**config.mk**
```make
export PLATFORM = sky130hd
export DESIGN_NAME = multi_timer
export DESIGN_NICKNAME = d
export VERILOG_FILES = /design/src/rtl/timer_pkg.sv /design/src/rtl/timer_channel.sv /design/src/rtl/multi_timer.sv
export SDC_FILE = /design/constraint.sdc
export NUM_CORES = 1
export LEC_CHECK = 0
export BUFFER_PORTS_ARGS = -buffer_cell sky130_fd_sc_hd__buf_2
export CAP_MARGIN = 5
export CORE_MARGIN = 4
export CORE_UTILIZATION = 30
export DETAILED_ROUTE_END_ITERATION = 16
export SYNTH_ARGS = -nofsm -noshare
export SYNTH_HDL_FRONTEND = slang
export SYNTH_SLANG_ARGS = --single-unit
```
**constraint.sdc**
```tcl
create_clock -name clk -period 7.6 [get_ports clk]
set_input_delay 0.38 -clock clk [delete_from_list [all_inputs] [get_ports clk]]
set_output_delay 0.38 -clock clk [all_outputs]
set_load 0.05 [all_outputs]
```
**src/rtl/timer_pkg.sv**
```systemverilog
// Shared types and constants for the multi-channel countdown timer.
package timer_pkg;

  typedef enum logic [1:0] {
    IDLE    = 2'd0,
    RUN     = 2'd1,
    PAUSE   = 2'd2,
    EXPIRED = 2'd3
  } tstate_t;

  typedef enum logic [1:0] {
    SEC = 2'd0,
    MIN = 2'd1,
    HR  = 2'd2
  } field_t;

  localparam logic [1:0] SEL_TIMER = 2'd2;
  localparam logic [6:0] CS_MAX    = 7'd99;
  localparam logic [5:0] SM_MAX    = 6'd59;

  function automatic logic [5:0] wrap_inc(input logic [5:0] v, input logic [5:0] max);
    return (v >= max) ? 6'd0 : v + 6'd1;
  endfunction

  function automatic logic [5:0] wrap_dec(input logic [5:0] v, input logic [5:0] max);
    return (v == 6'd0) ? max : v - 6'd1;
  endfunction

  function automatic field_t next_field(input field_t f);
    case (f)
      SEC:     return MIN;
      MIN:     return HR;
      default: return SEC;
    endcase
  endfunction

endpackage

```
**src/rtl/timer_channel.sv**
```systemverilog
// One countdown channel: preset/count registers, field editing, FSM and borrow chain.
module timer_channel
  import timer_pkg::*;
#(
  parameter int unsigned HoursMax = 23
) (
  input  logic       clk_i,
  input  logic       reset_i,
  input  logic       strobe_i,
  input  logic       start_i,
  input  logic       step_i,
  input  logic       inc_i,
  input  logic       dec_i,
  input  logic       mode_i,
  output logic [5:0] hours_o,
  output logic [5:0] minutes_o,
  output logic [5:0] seconds_o,
  output logic [6:0] cs_o,
  output tstate_t    state_o,
  output logic       done_o
);

  localparam logic [5:0] HrMax = 6'(HoursMax);

  logic [5:0] pre_h_q, pre_m_q, pre_s_q;
  logic [5:0] cnt_h_q, cnt_m_q, cnt_s_q;
  logic [6:0] cnt_cs_q;
  field_t     field_q;
  tstate_t    state_q;
  logic       reload_q;
  logic       done_q;

  logic [5:0] edit_cur, edit_max, edit_val;
  logic [5:0] dec_h, dec_m, dec_s;
  logic [6:0] dec_cs;
  logic       dec_zero;
  logic       preset_zero;

  assign preset_zero = (pre_h_q == 6'd0) && (pre_m_q == 6'd0) && (pre_s_q == 6'd0);

  // New value of the field under edit; only consumed when inc or dec is active.
  always_comb begin
    edit_cur = pre_s_q;
    edit_max = SM_MAX;
    case (field_q)
      MIN: edit_cur = pre_m_q;
      HR: begin
        edit_cur = pre_h_q;
        edit_max = HrMax;
      end
      default: edit_cur = pre_s_q;
    endcase
    edit_val = inc_i ? wrap_inc(edit_cur, edit_max) : wrap_dec(edit_cur, edit_max);
  end

  // One-centisecond decrement with borrows cs -> s -> m -> h.
  always_comb begin
    dec_h  = cnt_h_q;
    dec_m  = cnt_m_q;
    dec_s  = cnt_s_q;
    dec_cs = cnt_cs_q - 7'd1;
    if (cnt_cs_q == 7'd0) begin
      dec_cs = CS_MAX;
      if (cnt_s_q == 6'd0) begin
        dec_s = SM_MAX;
        if (cnt_m_q == 6'd0) begin
          dec_m = SM_MAX;
          dec_h = cnt_h_q - 6'd1;
        end else begin
          dec_m = cnt_m_q - 6'd1;
        end
      end else begin
        dec_s = cnt_s_q - 6'd1;
      end
    end
    dec_zero = (dec_h == 6'd0) && (dec_m == 6'd0) && (dec_s == 6'd0) && (dec_cs == 7'd0);
  end

  // Channel FSM; action inputs are one-hot so at most one branch fires per cycle.
  always_ff @(posedge clk_i) begin
    if (reset_i) begin
      pre_h_q  <= '0;
      pre_m_q  <= '0;
      pre_s_q  <= '0;
      cnt_h_q  <= '0;
      cnt_m_q  <= '0;
      cnt_s_q  <= '0;
      cnt_cs_q <= '0;
      field_q  <= SEC;
      state_q  <= IDLE;
      reload_q <= 1'b0;
      done_q   <= 1'b0;
    end else begin
      unique case (state_q)
        IDLE: begin
          done_q <= 1'b0;
          if (start_i) begin
            if (!preset_zero) begin
              state_q  <= RUN;
              reload_q <= mode_i;
            end
          end else if (step_i) begin
            field_q <= next_field(field_q);
          end else if (inc_i || dec_i) begin
            // Count mirrors preset while idle, so both take the edit.
            case (field_q)
              MIN: begin
                pre_m_q <= edit_val;
                cnt_m_q <= edit_val;
              end
              HR: begin
                pre_h_q <= edit_val;
                cnt_h_q <= edit_val;
              end
              default: begin
                pre_s_q <= edit_val;
                cnt_s_q <= edit_val;
              end
            endcase
          end
        end
        RUN: begin
          done_q <= 1'b0;
          if (start_i) begin
            state_q <= PAUSE;
          end else if (strobe_i) begin
            if (dec_zero) begin
              done_q <= 1'b1;
              if (reload_q) begin
                cnt_h_q  <= pre_h_q;
                cnt_m_q  <= pre_m_q;
                cnt_s_q  <= pre_s_q;
                cnt_cs_q <= '0;
              end else begin
                state_q  <= EXPIRED;
                cnt_h_q  <= '0;
                cnt_m_q  <= '0;
                cnt_s_q  <= '0;
                cnt_cs_q <= '0;
              end
            end else begin
              cnt_h_q  <= dec_h;
              cnt_m_q  <= dec_m;
              cnt_s_q  <= dec_s;
              cnt_cs_q <= dec_cs;
            end
          end
        end
        PAUSE: begin
          done_q <= 1'b0;
          if (start_i) begin
            state_q <= RUN;
          end
        end
        EXPIRED: begin
          if (step_i) begin
            state_q  <= IDLE;
            done_q   <= 1'b0;
            cnt_h_q  <= pre_h_q;
            cnt_m_q  <= pre_m_q;
            cnt_s_q  <= pre_s_q;
            cnt_cs_q <= '0;
          end
        end
      endcase
    end
  end

  assign hours_o   = cnt_h_q;
  assign minutes_o = cnt_m_q;
  assign seconds_o = cnt_s_q;
  assign cs_o      = cnt_cs_q;
  assign state_o   = state_q;
  assign done_o    = done_q;

endmodule

```
**src/rtl/multi_timer.sv**
```systemverilog
// N_CH countdown channels behind one shared centisecond prescaler and one set of buttons.
module multi_timer
  import timer_pkg::*;
#(
  parameter int unsigned N_CH        = 4,
  parameter int unsigned CLKS_PER_CS = 1,
  parameter int unsigned HOURS_MAX   = 23
) (
  input  logic                                  clk,
  input  logic                                  reset,
  input  logic [1:0]                            sel,
  input  logic [((N_CH > 1) ? $clog2(N_CH) : 1)-1:0] ch,
  input  logic                                  mode,
  input  logic                                  inc,
  input  logic                                  dec,
  input  logic                                  state,
  input  logic                                  start,
  output logic [5:0]                            hours,
  output logic [5:0]                            minutes,
  output logic [5:0]                            seconds,
  output logic [6:0]                            milliseconds,
  output logic [1:0]                            ch_state,
  output logic [N_CH-1:0]                       done
);

  localparam int unsigned CH_W = (N_CH > 1) ? $clog2(N_CH) : 1;
  localparam int unsigned PS_W = (CLKS_PER_CS > 1) ? $clog2(CLKS_PER_CS) : 1;
  localparam logic [PS_W-1:0] PS_LAST = PS_W'(CLKS_PER_CS - 1);

  logic [PS_W-1:0] ps_q;
  logic            strobe;

  // Button order: [3] start, [2] state, [1] inc, [0] dec.
  logic [3:0] btn, btn_prev_q, btn_edge, act;

  logic [5:0] ch_h  [N_CH];
  logic [5:0] ch_m  [N_CH];
  logic [5:0] ch_s  [N_CH];
  logic [6:0] ch_cs [N_CH];
  tstate_t    ch_st [N_CH];

  assign strobe = (ps_q == PS_LAST);

  // Free-running prescaler, independent of panel activity.
  always_ff @(posedge clk) begin
    if (reset) begin
      ps_q <= '0;
    end else begin
      ps_q <= strobe ? '0 : ps_q + 1'b1;
    end
  end

  assign btn      = {start, state, inc, dec};
  assign btn_edge = btn & ~btn_prev_q;

  // Previous button levels; updated even when the panel is not on the timer.
  always_ff @(posedge clk) begin
    if (reset) begin
      btn_prev_q <= '0;
    end else begin
      btn_prev_q <= btn;
    end
  end

  // Keep only the highest-priority edge: start > state > inc > dec.
  always_comb begin
    act = 4'b0000;
    if (sel == SEL_TIMER) begin
      if (btn_edge[3])      act = 4'b1000;
      else if (btn_edge[2]) act = 4'b0100;
      else if (btn_edge[1]) act = 4'b0010;
      else if (btn_edge[0]) act = 4'b0001;
    end
  end

  for (genvar i = 0; i < N_CH; i++) begin : g_ch
    logic hit;
    assign hit = (ch == CH_W'(i));

    timer_channel #(
      .HoursMax(HOURS_MAX)
    ) u_ch (
      .clk_i    (clk),
      .reset_i  (reset),
      .strobe_i (strobe),
      .start_i  (hit & act[3]),
      .step_i   (hit & act[2]),
      .inc_i    (hit & act[1]),
      .dec_i    (hit & act[0]),
      .mode_i   (mode),
      .hours_o  (ch_h[i]),
      .minutes_o(ch_m[i]),
      .seconds_o(ch_s[i]),
      .cs_o     (ch_cs[i]),
      .state_o  (ch_st[i]),
      .done_o   (done[i])
    );
  end

  // Display mux of the addressed channel; unpopulated codes read as zero/IDLE.
  always_comb begin
    hours        = '0;
    minutes      = '0;
    seconds      = '0;
    milliseconds = '0;
    ch_state     = IDLE;
    for (int unsigned i = 0; i < N_CH; i++) begin
      if (ch == CH_W'(i)) begin
        hours        = ch_h[i];
        minutes      = ch_m[i];
        seconds      = ch_s[i];
        milliseconds = ch_cs[i];
        ch_state     = ch_st[i];
      end
    end
  end

endmodule
```
==> results of run 1 <==
==> registers in the layout, summed over array words and instances, names as in the netlist, 8 cells and up <==
signal / flops
g_ch.u_ch.cs_o: 28
g_ch.u_ch.field_q: 8
g_ch.u_ch.hours_o: 24
g_ch.u_ch.minutes_o: 24
g_ch.u_ch.pre_h_q: 24
g_ch.u_ch.pre_m_q: 24
g_ch.u_ch.pre_s_q: 24
g_ch.u_ch.seconds_o: 24
g_ch.u_ch.state_o: 8
==> where the power goes <==
group	switching, uW	internal, uW	total, uW	leakage [uW]
combinational	220	117	337	0.00417
clock	509	758	1270	0.000418
sequential	18.7	1060	1080	0.00162
total	748	1940	2680	0.00621
==> cell usage in the layout (no fill, tap or decap), drive strengths merged, types with 32 or more instances in the layout <==
cell type / Yosys / layout
a211oi: 53 / 53
a21oi: 136 / 136
a22oi: 33 / 33
a31oi: 36 / 36
buf: 23 / 61
dfxtp: 201 / 201
ha: 60 / 60
inv: 89 / 89
mux2i: 68 / 68
nand2: 179 / 179
nand3: 58 / 58
nand4: 32 / 32
nor2: 258 / 258
nor3: 80 / 80
nor4: 47 / 47
o21ai: 149 / 149
xnor2: 34 / 34
==> path summary, 6_finish.rpt <==
kind | endpoint | cells after the start
setup / recovery | g_ch[0].u_ch.minutes_o[3] | 10
hold / removal | btn_prev_q[1] | 2
hold reg to reg | g_ch[0].u_ch.done_o | 2
setup reg to reg | g_ch[0].u_ch.minutes_o[3] | 10
==> logic make-up (layout without fill, tap and decap cells) <==
group,count (synthesis),after routing,share of synthesized area [%]
buf+inv,215,195,5.47
simple gates,831,831,26.7
flops,201,201,25.8
mux,96,96,8.34
compound gates,606,606,25.7
fa+ha+maj,60,60,4.81
other cells,1,2,0.0240
xor+xnor,56,56,3.15
==> metal layers <==
metal	wire length [um]	share of wire, %
met2	25000	43
met1	24600	42
met3	6470	11
met4	2300	3.9
met5	46	0.079
==> cell type report <==
| type | instances | area [um^2] |
|---|---|---|
| Clock buffer | 30 | 664 |
| Fill cell | 5437 | 34300 |
| Multi-Input combinational cell | 1650 | 10700 |
| Antenna cell | 1 | 2.50 |
| Clock inverter | 15 | 184 |
| Inverter | 89 | 334 |
| Timing Repair Buffer | 61 | 358 |
| Tap cell | 680 | 851 |
| Sequential cell | 201 | 4020 |
==> per-stage QoR <==
| stage | cell area, um^2 | total power, uW |
|---|---|---|
| 5_1_grt | 17100 | 2770 |
| 3_5_place_dp | 16300 | 1430 |
| 4_1_cts | 17100 | 2700 |
| 2_1_floorplan | 15600 | 1340 |
| 3_3_place_gp | 16300 | 1430 |
| 6_report | 17100 | 2680 |
==> worst max-delay path, delay by kind of cell, from the launching register on <==
family / cells / cell delay (ps)
compound gates: 3 / 1100
buf+inv: 1 / 110
flops: 1 / 390
fa+ha+maj: 1 / 380
simple gates: 5 / 2040
==> metrics.txt, run 1 <==
largest net degree at the start of global routing 82; Tot GR Track Use 19.7%; Post-synth EDFFs 0; Worst EP required 8050 ps; CTS root buffer clkbuf_16; Ys Warns 0; Fin. Hold Viols 0; final design utilization 33.3%; nets 2099; Post CTS Setup Buffer Count 0; Final Cycle Share 54.5%; Synth top area share 25.8%; WS Path Type flop to flop; sequential share of the synthesized area 25.8%; worst reg2reg setup slack 3460 ps; CTS tree done; most frequent cell after synthesis nor2_1; first-pass GRT wire length 89300 um; Final WS setup 3460 ps; row count 83; pre-CTS WS 3560 ps; final clock skew 14.5 ps; DR WL/cell 21.4 um; Initial Util 30.3%; unrepaired setup endpoints after global routing false; DR pass1 iterations 5; share of cells above drive strength 1 8.70%; mapped cell area 15600 um^2; Ports 42; Area Growth Syn to Fin 9.92%; Die ar. 55700 um^2; number of H-tree levels 1; worst hold slack 63.1 ps; die width 236 um; Synth Register Bits 201; min-delay src inc; initial antenna violation count 8; Pwr per Cell Area 157 nW/um^2; post-route setup TNS 0 ps; input/output buffers 41; # DRC 0; Final Critical Period 4140 ps; Syn Inst Count 2066; Synth cell types 95; CP max-delay cell o41ai_1; Mean Syn Cell Area 7.55 um^2; count of final setup violators 0; Die H 236 um; Main synth FF type dfxtp_1; # hold bufs at CTS 0; number of global-route vias before repair 15200; RePlAce Congestion 0.942; cell leakage power 0.00621 uW; Worst-path clk slew 60 ps; Post-DP HPWL 43000 um; post-synth top area cell dfxtp_1; Crit path arrival time 4590 ps; Starting DRT DRC Count 2208; outcome finished, final reports clean; critical-path cell list inv_1, ha_1, nor4b_1, nand4_1, o41ai_1, nand4_1, nor4_4, or2_1, a2111oi_1, a2111oi_2; Fmax 242 MHz; top cells by count, synth nor2_1, dfxtp_1, nand2_1, a21oi_1, o21ai_0; Post-Syn Nets 2137; CTS resizes 0; met2 Use GR 29.3%; CP max FO 12; Final Non-Filler Cells 2727; CP Capture Type flop; Global Route met1 Usage 27.0%; Pins Over Slew Limit 0; met3 Usage GRT 5.92%; CP max stage delay 660 ps; DP Cell Count 2681; top cells by area, synth dfxtp_1, nor2_1, ha_1, a21oi_1, mux2i_1; Critical Path Start g_ch[0].u_ch.cs_o[1]; worst slew pin tran 1190 ps; CTS buffer count 25; post-route ant nets 0; Clk Latency, worst-skew pair 550 ps; most frequent CP cell nand4_1; CTS Sinks 201; fraction of registers with async set/reset 0%; peak supply drop 0.163 mV; Core Area 51400 um^2; gr busiest metal met2; r2r startpoint g_ch[0].u_ch.cs_o[1]; grt total ovfl 0; WL final 58400 um; deepest clock path buffer count 3; Worst Hold Class input pin to flop; Slew HR 20.2%; vias 16500; Max-Cap Viols 0; Startpoint Class flop; vias per cell 6.05
Note: power is estimated with default switching activity, not from simulation.
==> run 2, diff against run 1 <==
==> constraint.sdc (replaced) <==
create_clock -name clk -period 4.05 [get_ports clk]
set_input_delay 0.2025 -clock clk [delete_from_list [all_inputs] [get_ports clk]]
set_output_delay 0.2025 -clock clk [all_outputs]
set_load 0.05 [all_outputs]
==> run 2 against run 1 <==
Net effect:
- critical path depth is the same
- first-iteration DRC count shrank 6.5%
- critical path type unchanged
- core utilization grew 0.67 points
- via count grew 1.5%
- worst setup slack lost 3100 ps
- non-clock buffer count grew 44
- clock skew grew 12 ps
- count of clock-buffer cells in the layout grew 3
- highest routed layer is now met4
==> metrics.txt, run 2 (same netlist as run 1, synthesis figures left out) <==
Final WS setup 345 ps (-3120 ps); nets 2143 (+2.1%); CTS tree done; Pwr per Cell Area 288 nW/um^2 (+84%); vias per cell 6.06 (about the same); CP max stage delay 660 ps (about the same); Post-DP HPWL 43500 um (+1.1%); first-pass GRT wire length 90700 um (+1.6%); Core Area 51400 um^2 (unchanged); WL final 58600 um (+0.22%); Seq pwr share 40.2% (about the same); number of global-route vias before repair 15300 (+0.92%); Worst EP required 4500 ps (-3550 ps); Slew HR 31.6% (+11 points); Crit path arrival time 4150 ps (-440 ps); most common cell after layout, fill and taps aside nor2_1; worst slew pin tran 1020 ps (-165 ps); unrepaired setup endpoints after global routing false; final clock skew 26.2 ps (+11.7 ps); sw frac 27.7% (-0.14 points); Tot GR Track Use 19.8% (+0.10 points); Clk pwr share 46.8% (-0.4 points); Crit path max-delay family simple AND/OR/NAND/NOR gates; min-delay src mode; CP max FO 8 (-4); Global Route met1 Usage 28.5% (+1.6 points); pre-CTS WS 371 ps (-3190 ps); gr busiest metal met2; post-route setup TNS 0 ps (unchanged); # DRC 0 (unchanged); Final Critical Period 3710 ps (-434 ps); Final Cycle Share 91.5% (+37 points); DR pass1 iterations 6 (+1); input/output buffers 41 (unchanged); Fmax 270 MHz (+12%); met2 Use GR 30.3% (+0.96 points); Fin. Hold Viols 0 (unchanged); antenna fix cells 0 (-1); max FFs per register 28 (unchanged); met3 Usage GRT 3.41% (-2.5 points); grt total ovfl 0 (unchanged); peak supply drop 0.288 mV (+77%); Clk Latency, worst-skew pair 550 ps (about the same); Critical Path Start g_ch[2].u_ch.seconds_o[1]; Max-Cap Viols 0 (unchanged); vias 16800 (+1.5%); row count 83 (unchanged); number of H-tree levels 1 (unchanged); WS Path Type flop to flop; initial antenna violation count 2 (-6); CTS Sinks 201 (unchanged); r2r startpoint g_ch[2].u_ch.seconds_o[1]; die width 236 um (unchanged); share of cells above drive strength 1 10.4% (+1.7 points); DR WL/cell 21.2 um (-1.2%); RePlAce Congestion 0.947 (+0.51%); outcome finished, final reports clean; largest net degree at the start of global routing 75 (-8.5%); count of final setup violators 0 (unchanged); Initial Util 30.3% (unchanged); post-route ant nets 0 (unchanged); Starting DRT DRC Count 2064 (-6.5%); Comb power frac 13.1% (+0.6 points); deepest clock path buffer count 3 (unchanged); Die H 236 um (unchanged); CTS buffer count 25 (unchanged); critical-path cell list inv_1, ha_1, or4b_2, or4_4, nor2_4, a32o_1, nand3_1, nor3_2, o211ai_1, a221oi_1; Worst-path clk slew 60 ps (about the same); Die ar. 55700 um^2 (unchanged); cell leakage power 0.00642 uW (+3.4%); CTS root buffer clkbuf_16; total power 5030 uW (+87%); Ports 42 (unchanged); number of fill cells 5410 (-0.50%); Pins Over Slew Limit 0 (unchanged); Worst Hold Class input pin to flop; P_int 3640 uW (+88%); Startpoint Class flop; Area Growth Syn to Fin 12.1%; most frequent cells in the layout nor2_1, dfxtp_1, nand2_1, a21oi_1, o21ai_0; CP bufs+invs 1 (unchanged); CP Capture Type flop; Net Sw Power 1390 uW (+86%); CP max-delay cell nor3_2
## run 2: cell count changes in the layout (fill, tap and decap cells not counted), sizes merged, moves of 3 or more
cell / before / now
buf: 61 / 101
clkinv: 9 / 3
dlygate4sd3: 0 / 4
clkbuf: 30 / 33
## run 2: what timing repair did
item                                   4_1_cts  5_1_grt
hold buffers                                 4        0
gates resized for setup                      0        3
endpoints found under the hold margin        4        0
setup endpoints to repair                    0        2
setup buffers                                0        0
## run 2: worst paths after layout
kind | end | slack [ps] | cells past startpoint
min reg2reg | g_ch[2].u_ch.done_o | 470 | 2
max reg2reg | g_ch[2].u_ch.minutes_o[0] | 340 | 10
min | g_ch[2].u_ch.reload_q | 90 | 3
max | g_ch[2].u_ch.minutes_o[0] | 340 | 10
## run 2: power by group through the flow
stage	registers, uW	logic [uW]	clock network [uW]
final	2020	657	2350
after global routing	2020	713	2460
after CTS	2020	645	2390
after detailed placement	2060	639	0
after global placement	2060	631	0
after floorplan	2050	468	0
## run 2: stage by stage
step / instances / instance area [um^2] / hold WS, ps / utilization, %
3_3_place_gp: 2721 / 16600 / 428 / 32.3
6_report: 2767 / 17500 / 92.3 / 34.0
3_5_place_dp: 2721 / 16600 / 432 / 32.3
5_1_grt: 2767 / 17500 / 80.6 / 34.0
2_1_floorplan: 2066 / 15600 / 331 / -
4_1_cts: 2767 / 17500 / 66.9 / 34.0
## run 2: worst register-to-register path, cell delays in order (launching register included)
cell and delay, ps:
dfxtp_1 350, inv_1 110, ha_1 230, or4b_2 650, or4_4 530, nor2_4 190
a32o_1 210, nand3_1 220, nor3_2 660, o211ai_1 150, a221oi_1 300
## run 2: cell type report
type	count	area, um^2	area share, %
clock buffers	33	706	4.04
clock inverters	9	129	0.737
inverters	89	334	1.91
multi-input cells	1650	10700	61.4
flip-flops and latches	201	4020	23.0
well taps	680	851	4.87
repair buffers	105	711	4.06
## run 2: routing by layer
metal | share of wire (%) | vias up
met4 | 3.4 | 0
met2 | 43 | 959
met5 | 0 | -
met3 | 10 | 144
li1 | - | 7688
met1 | 43 | 7967
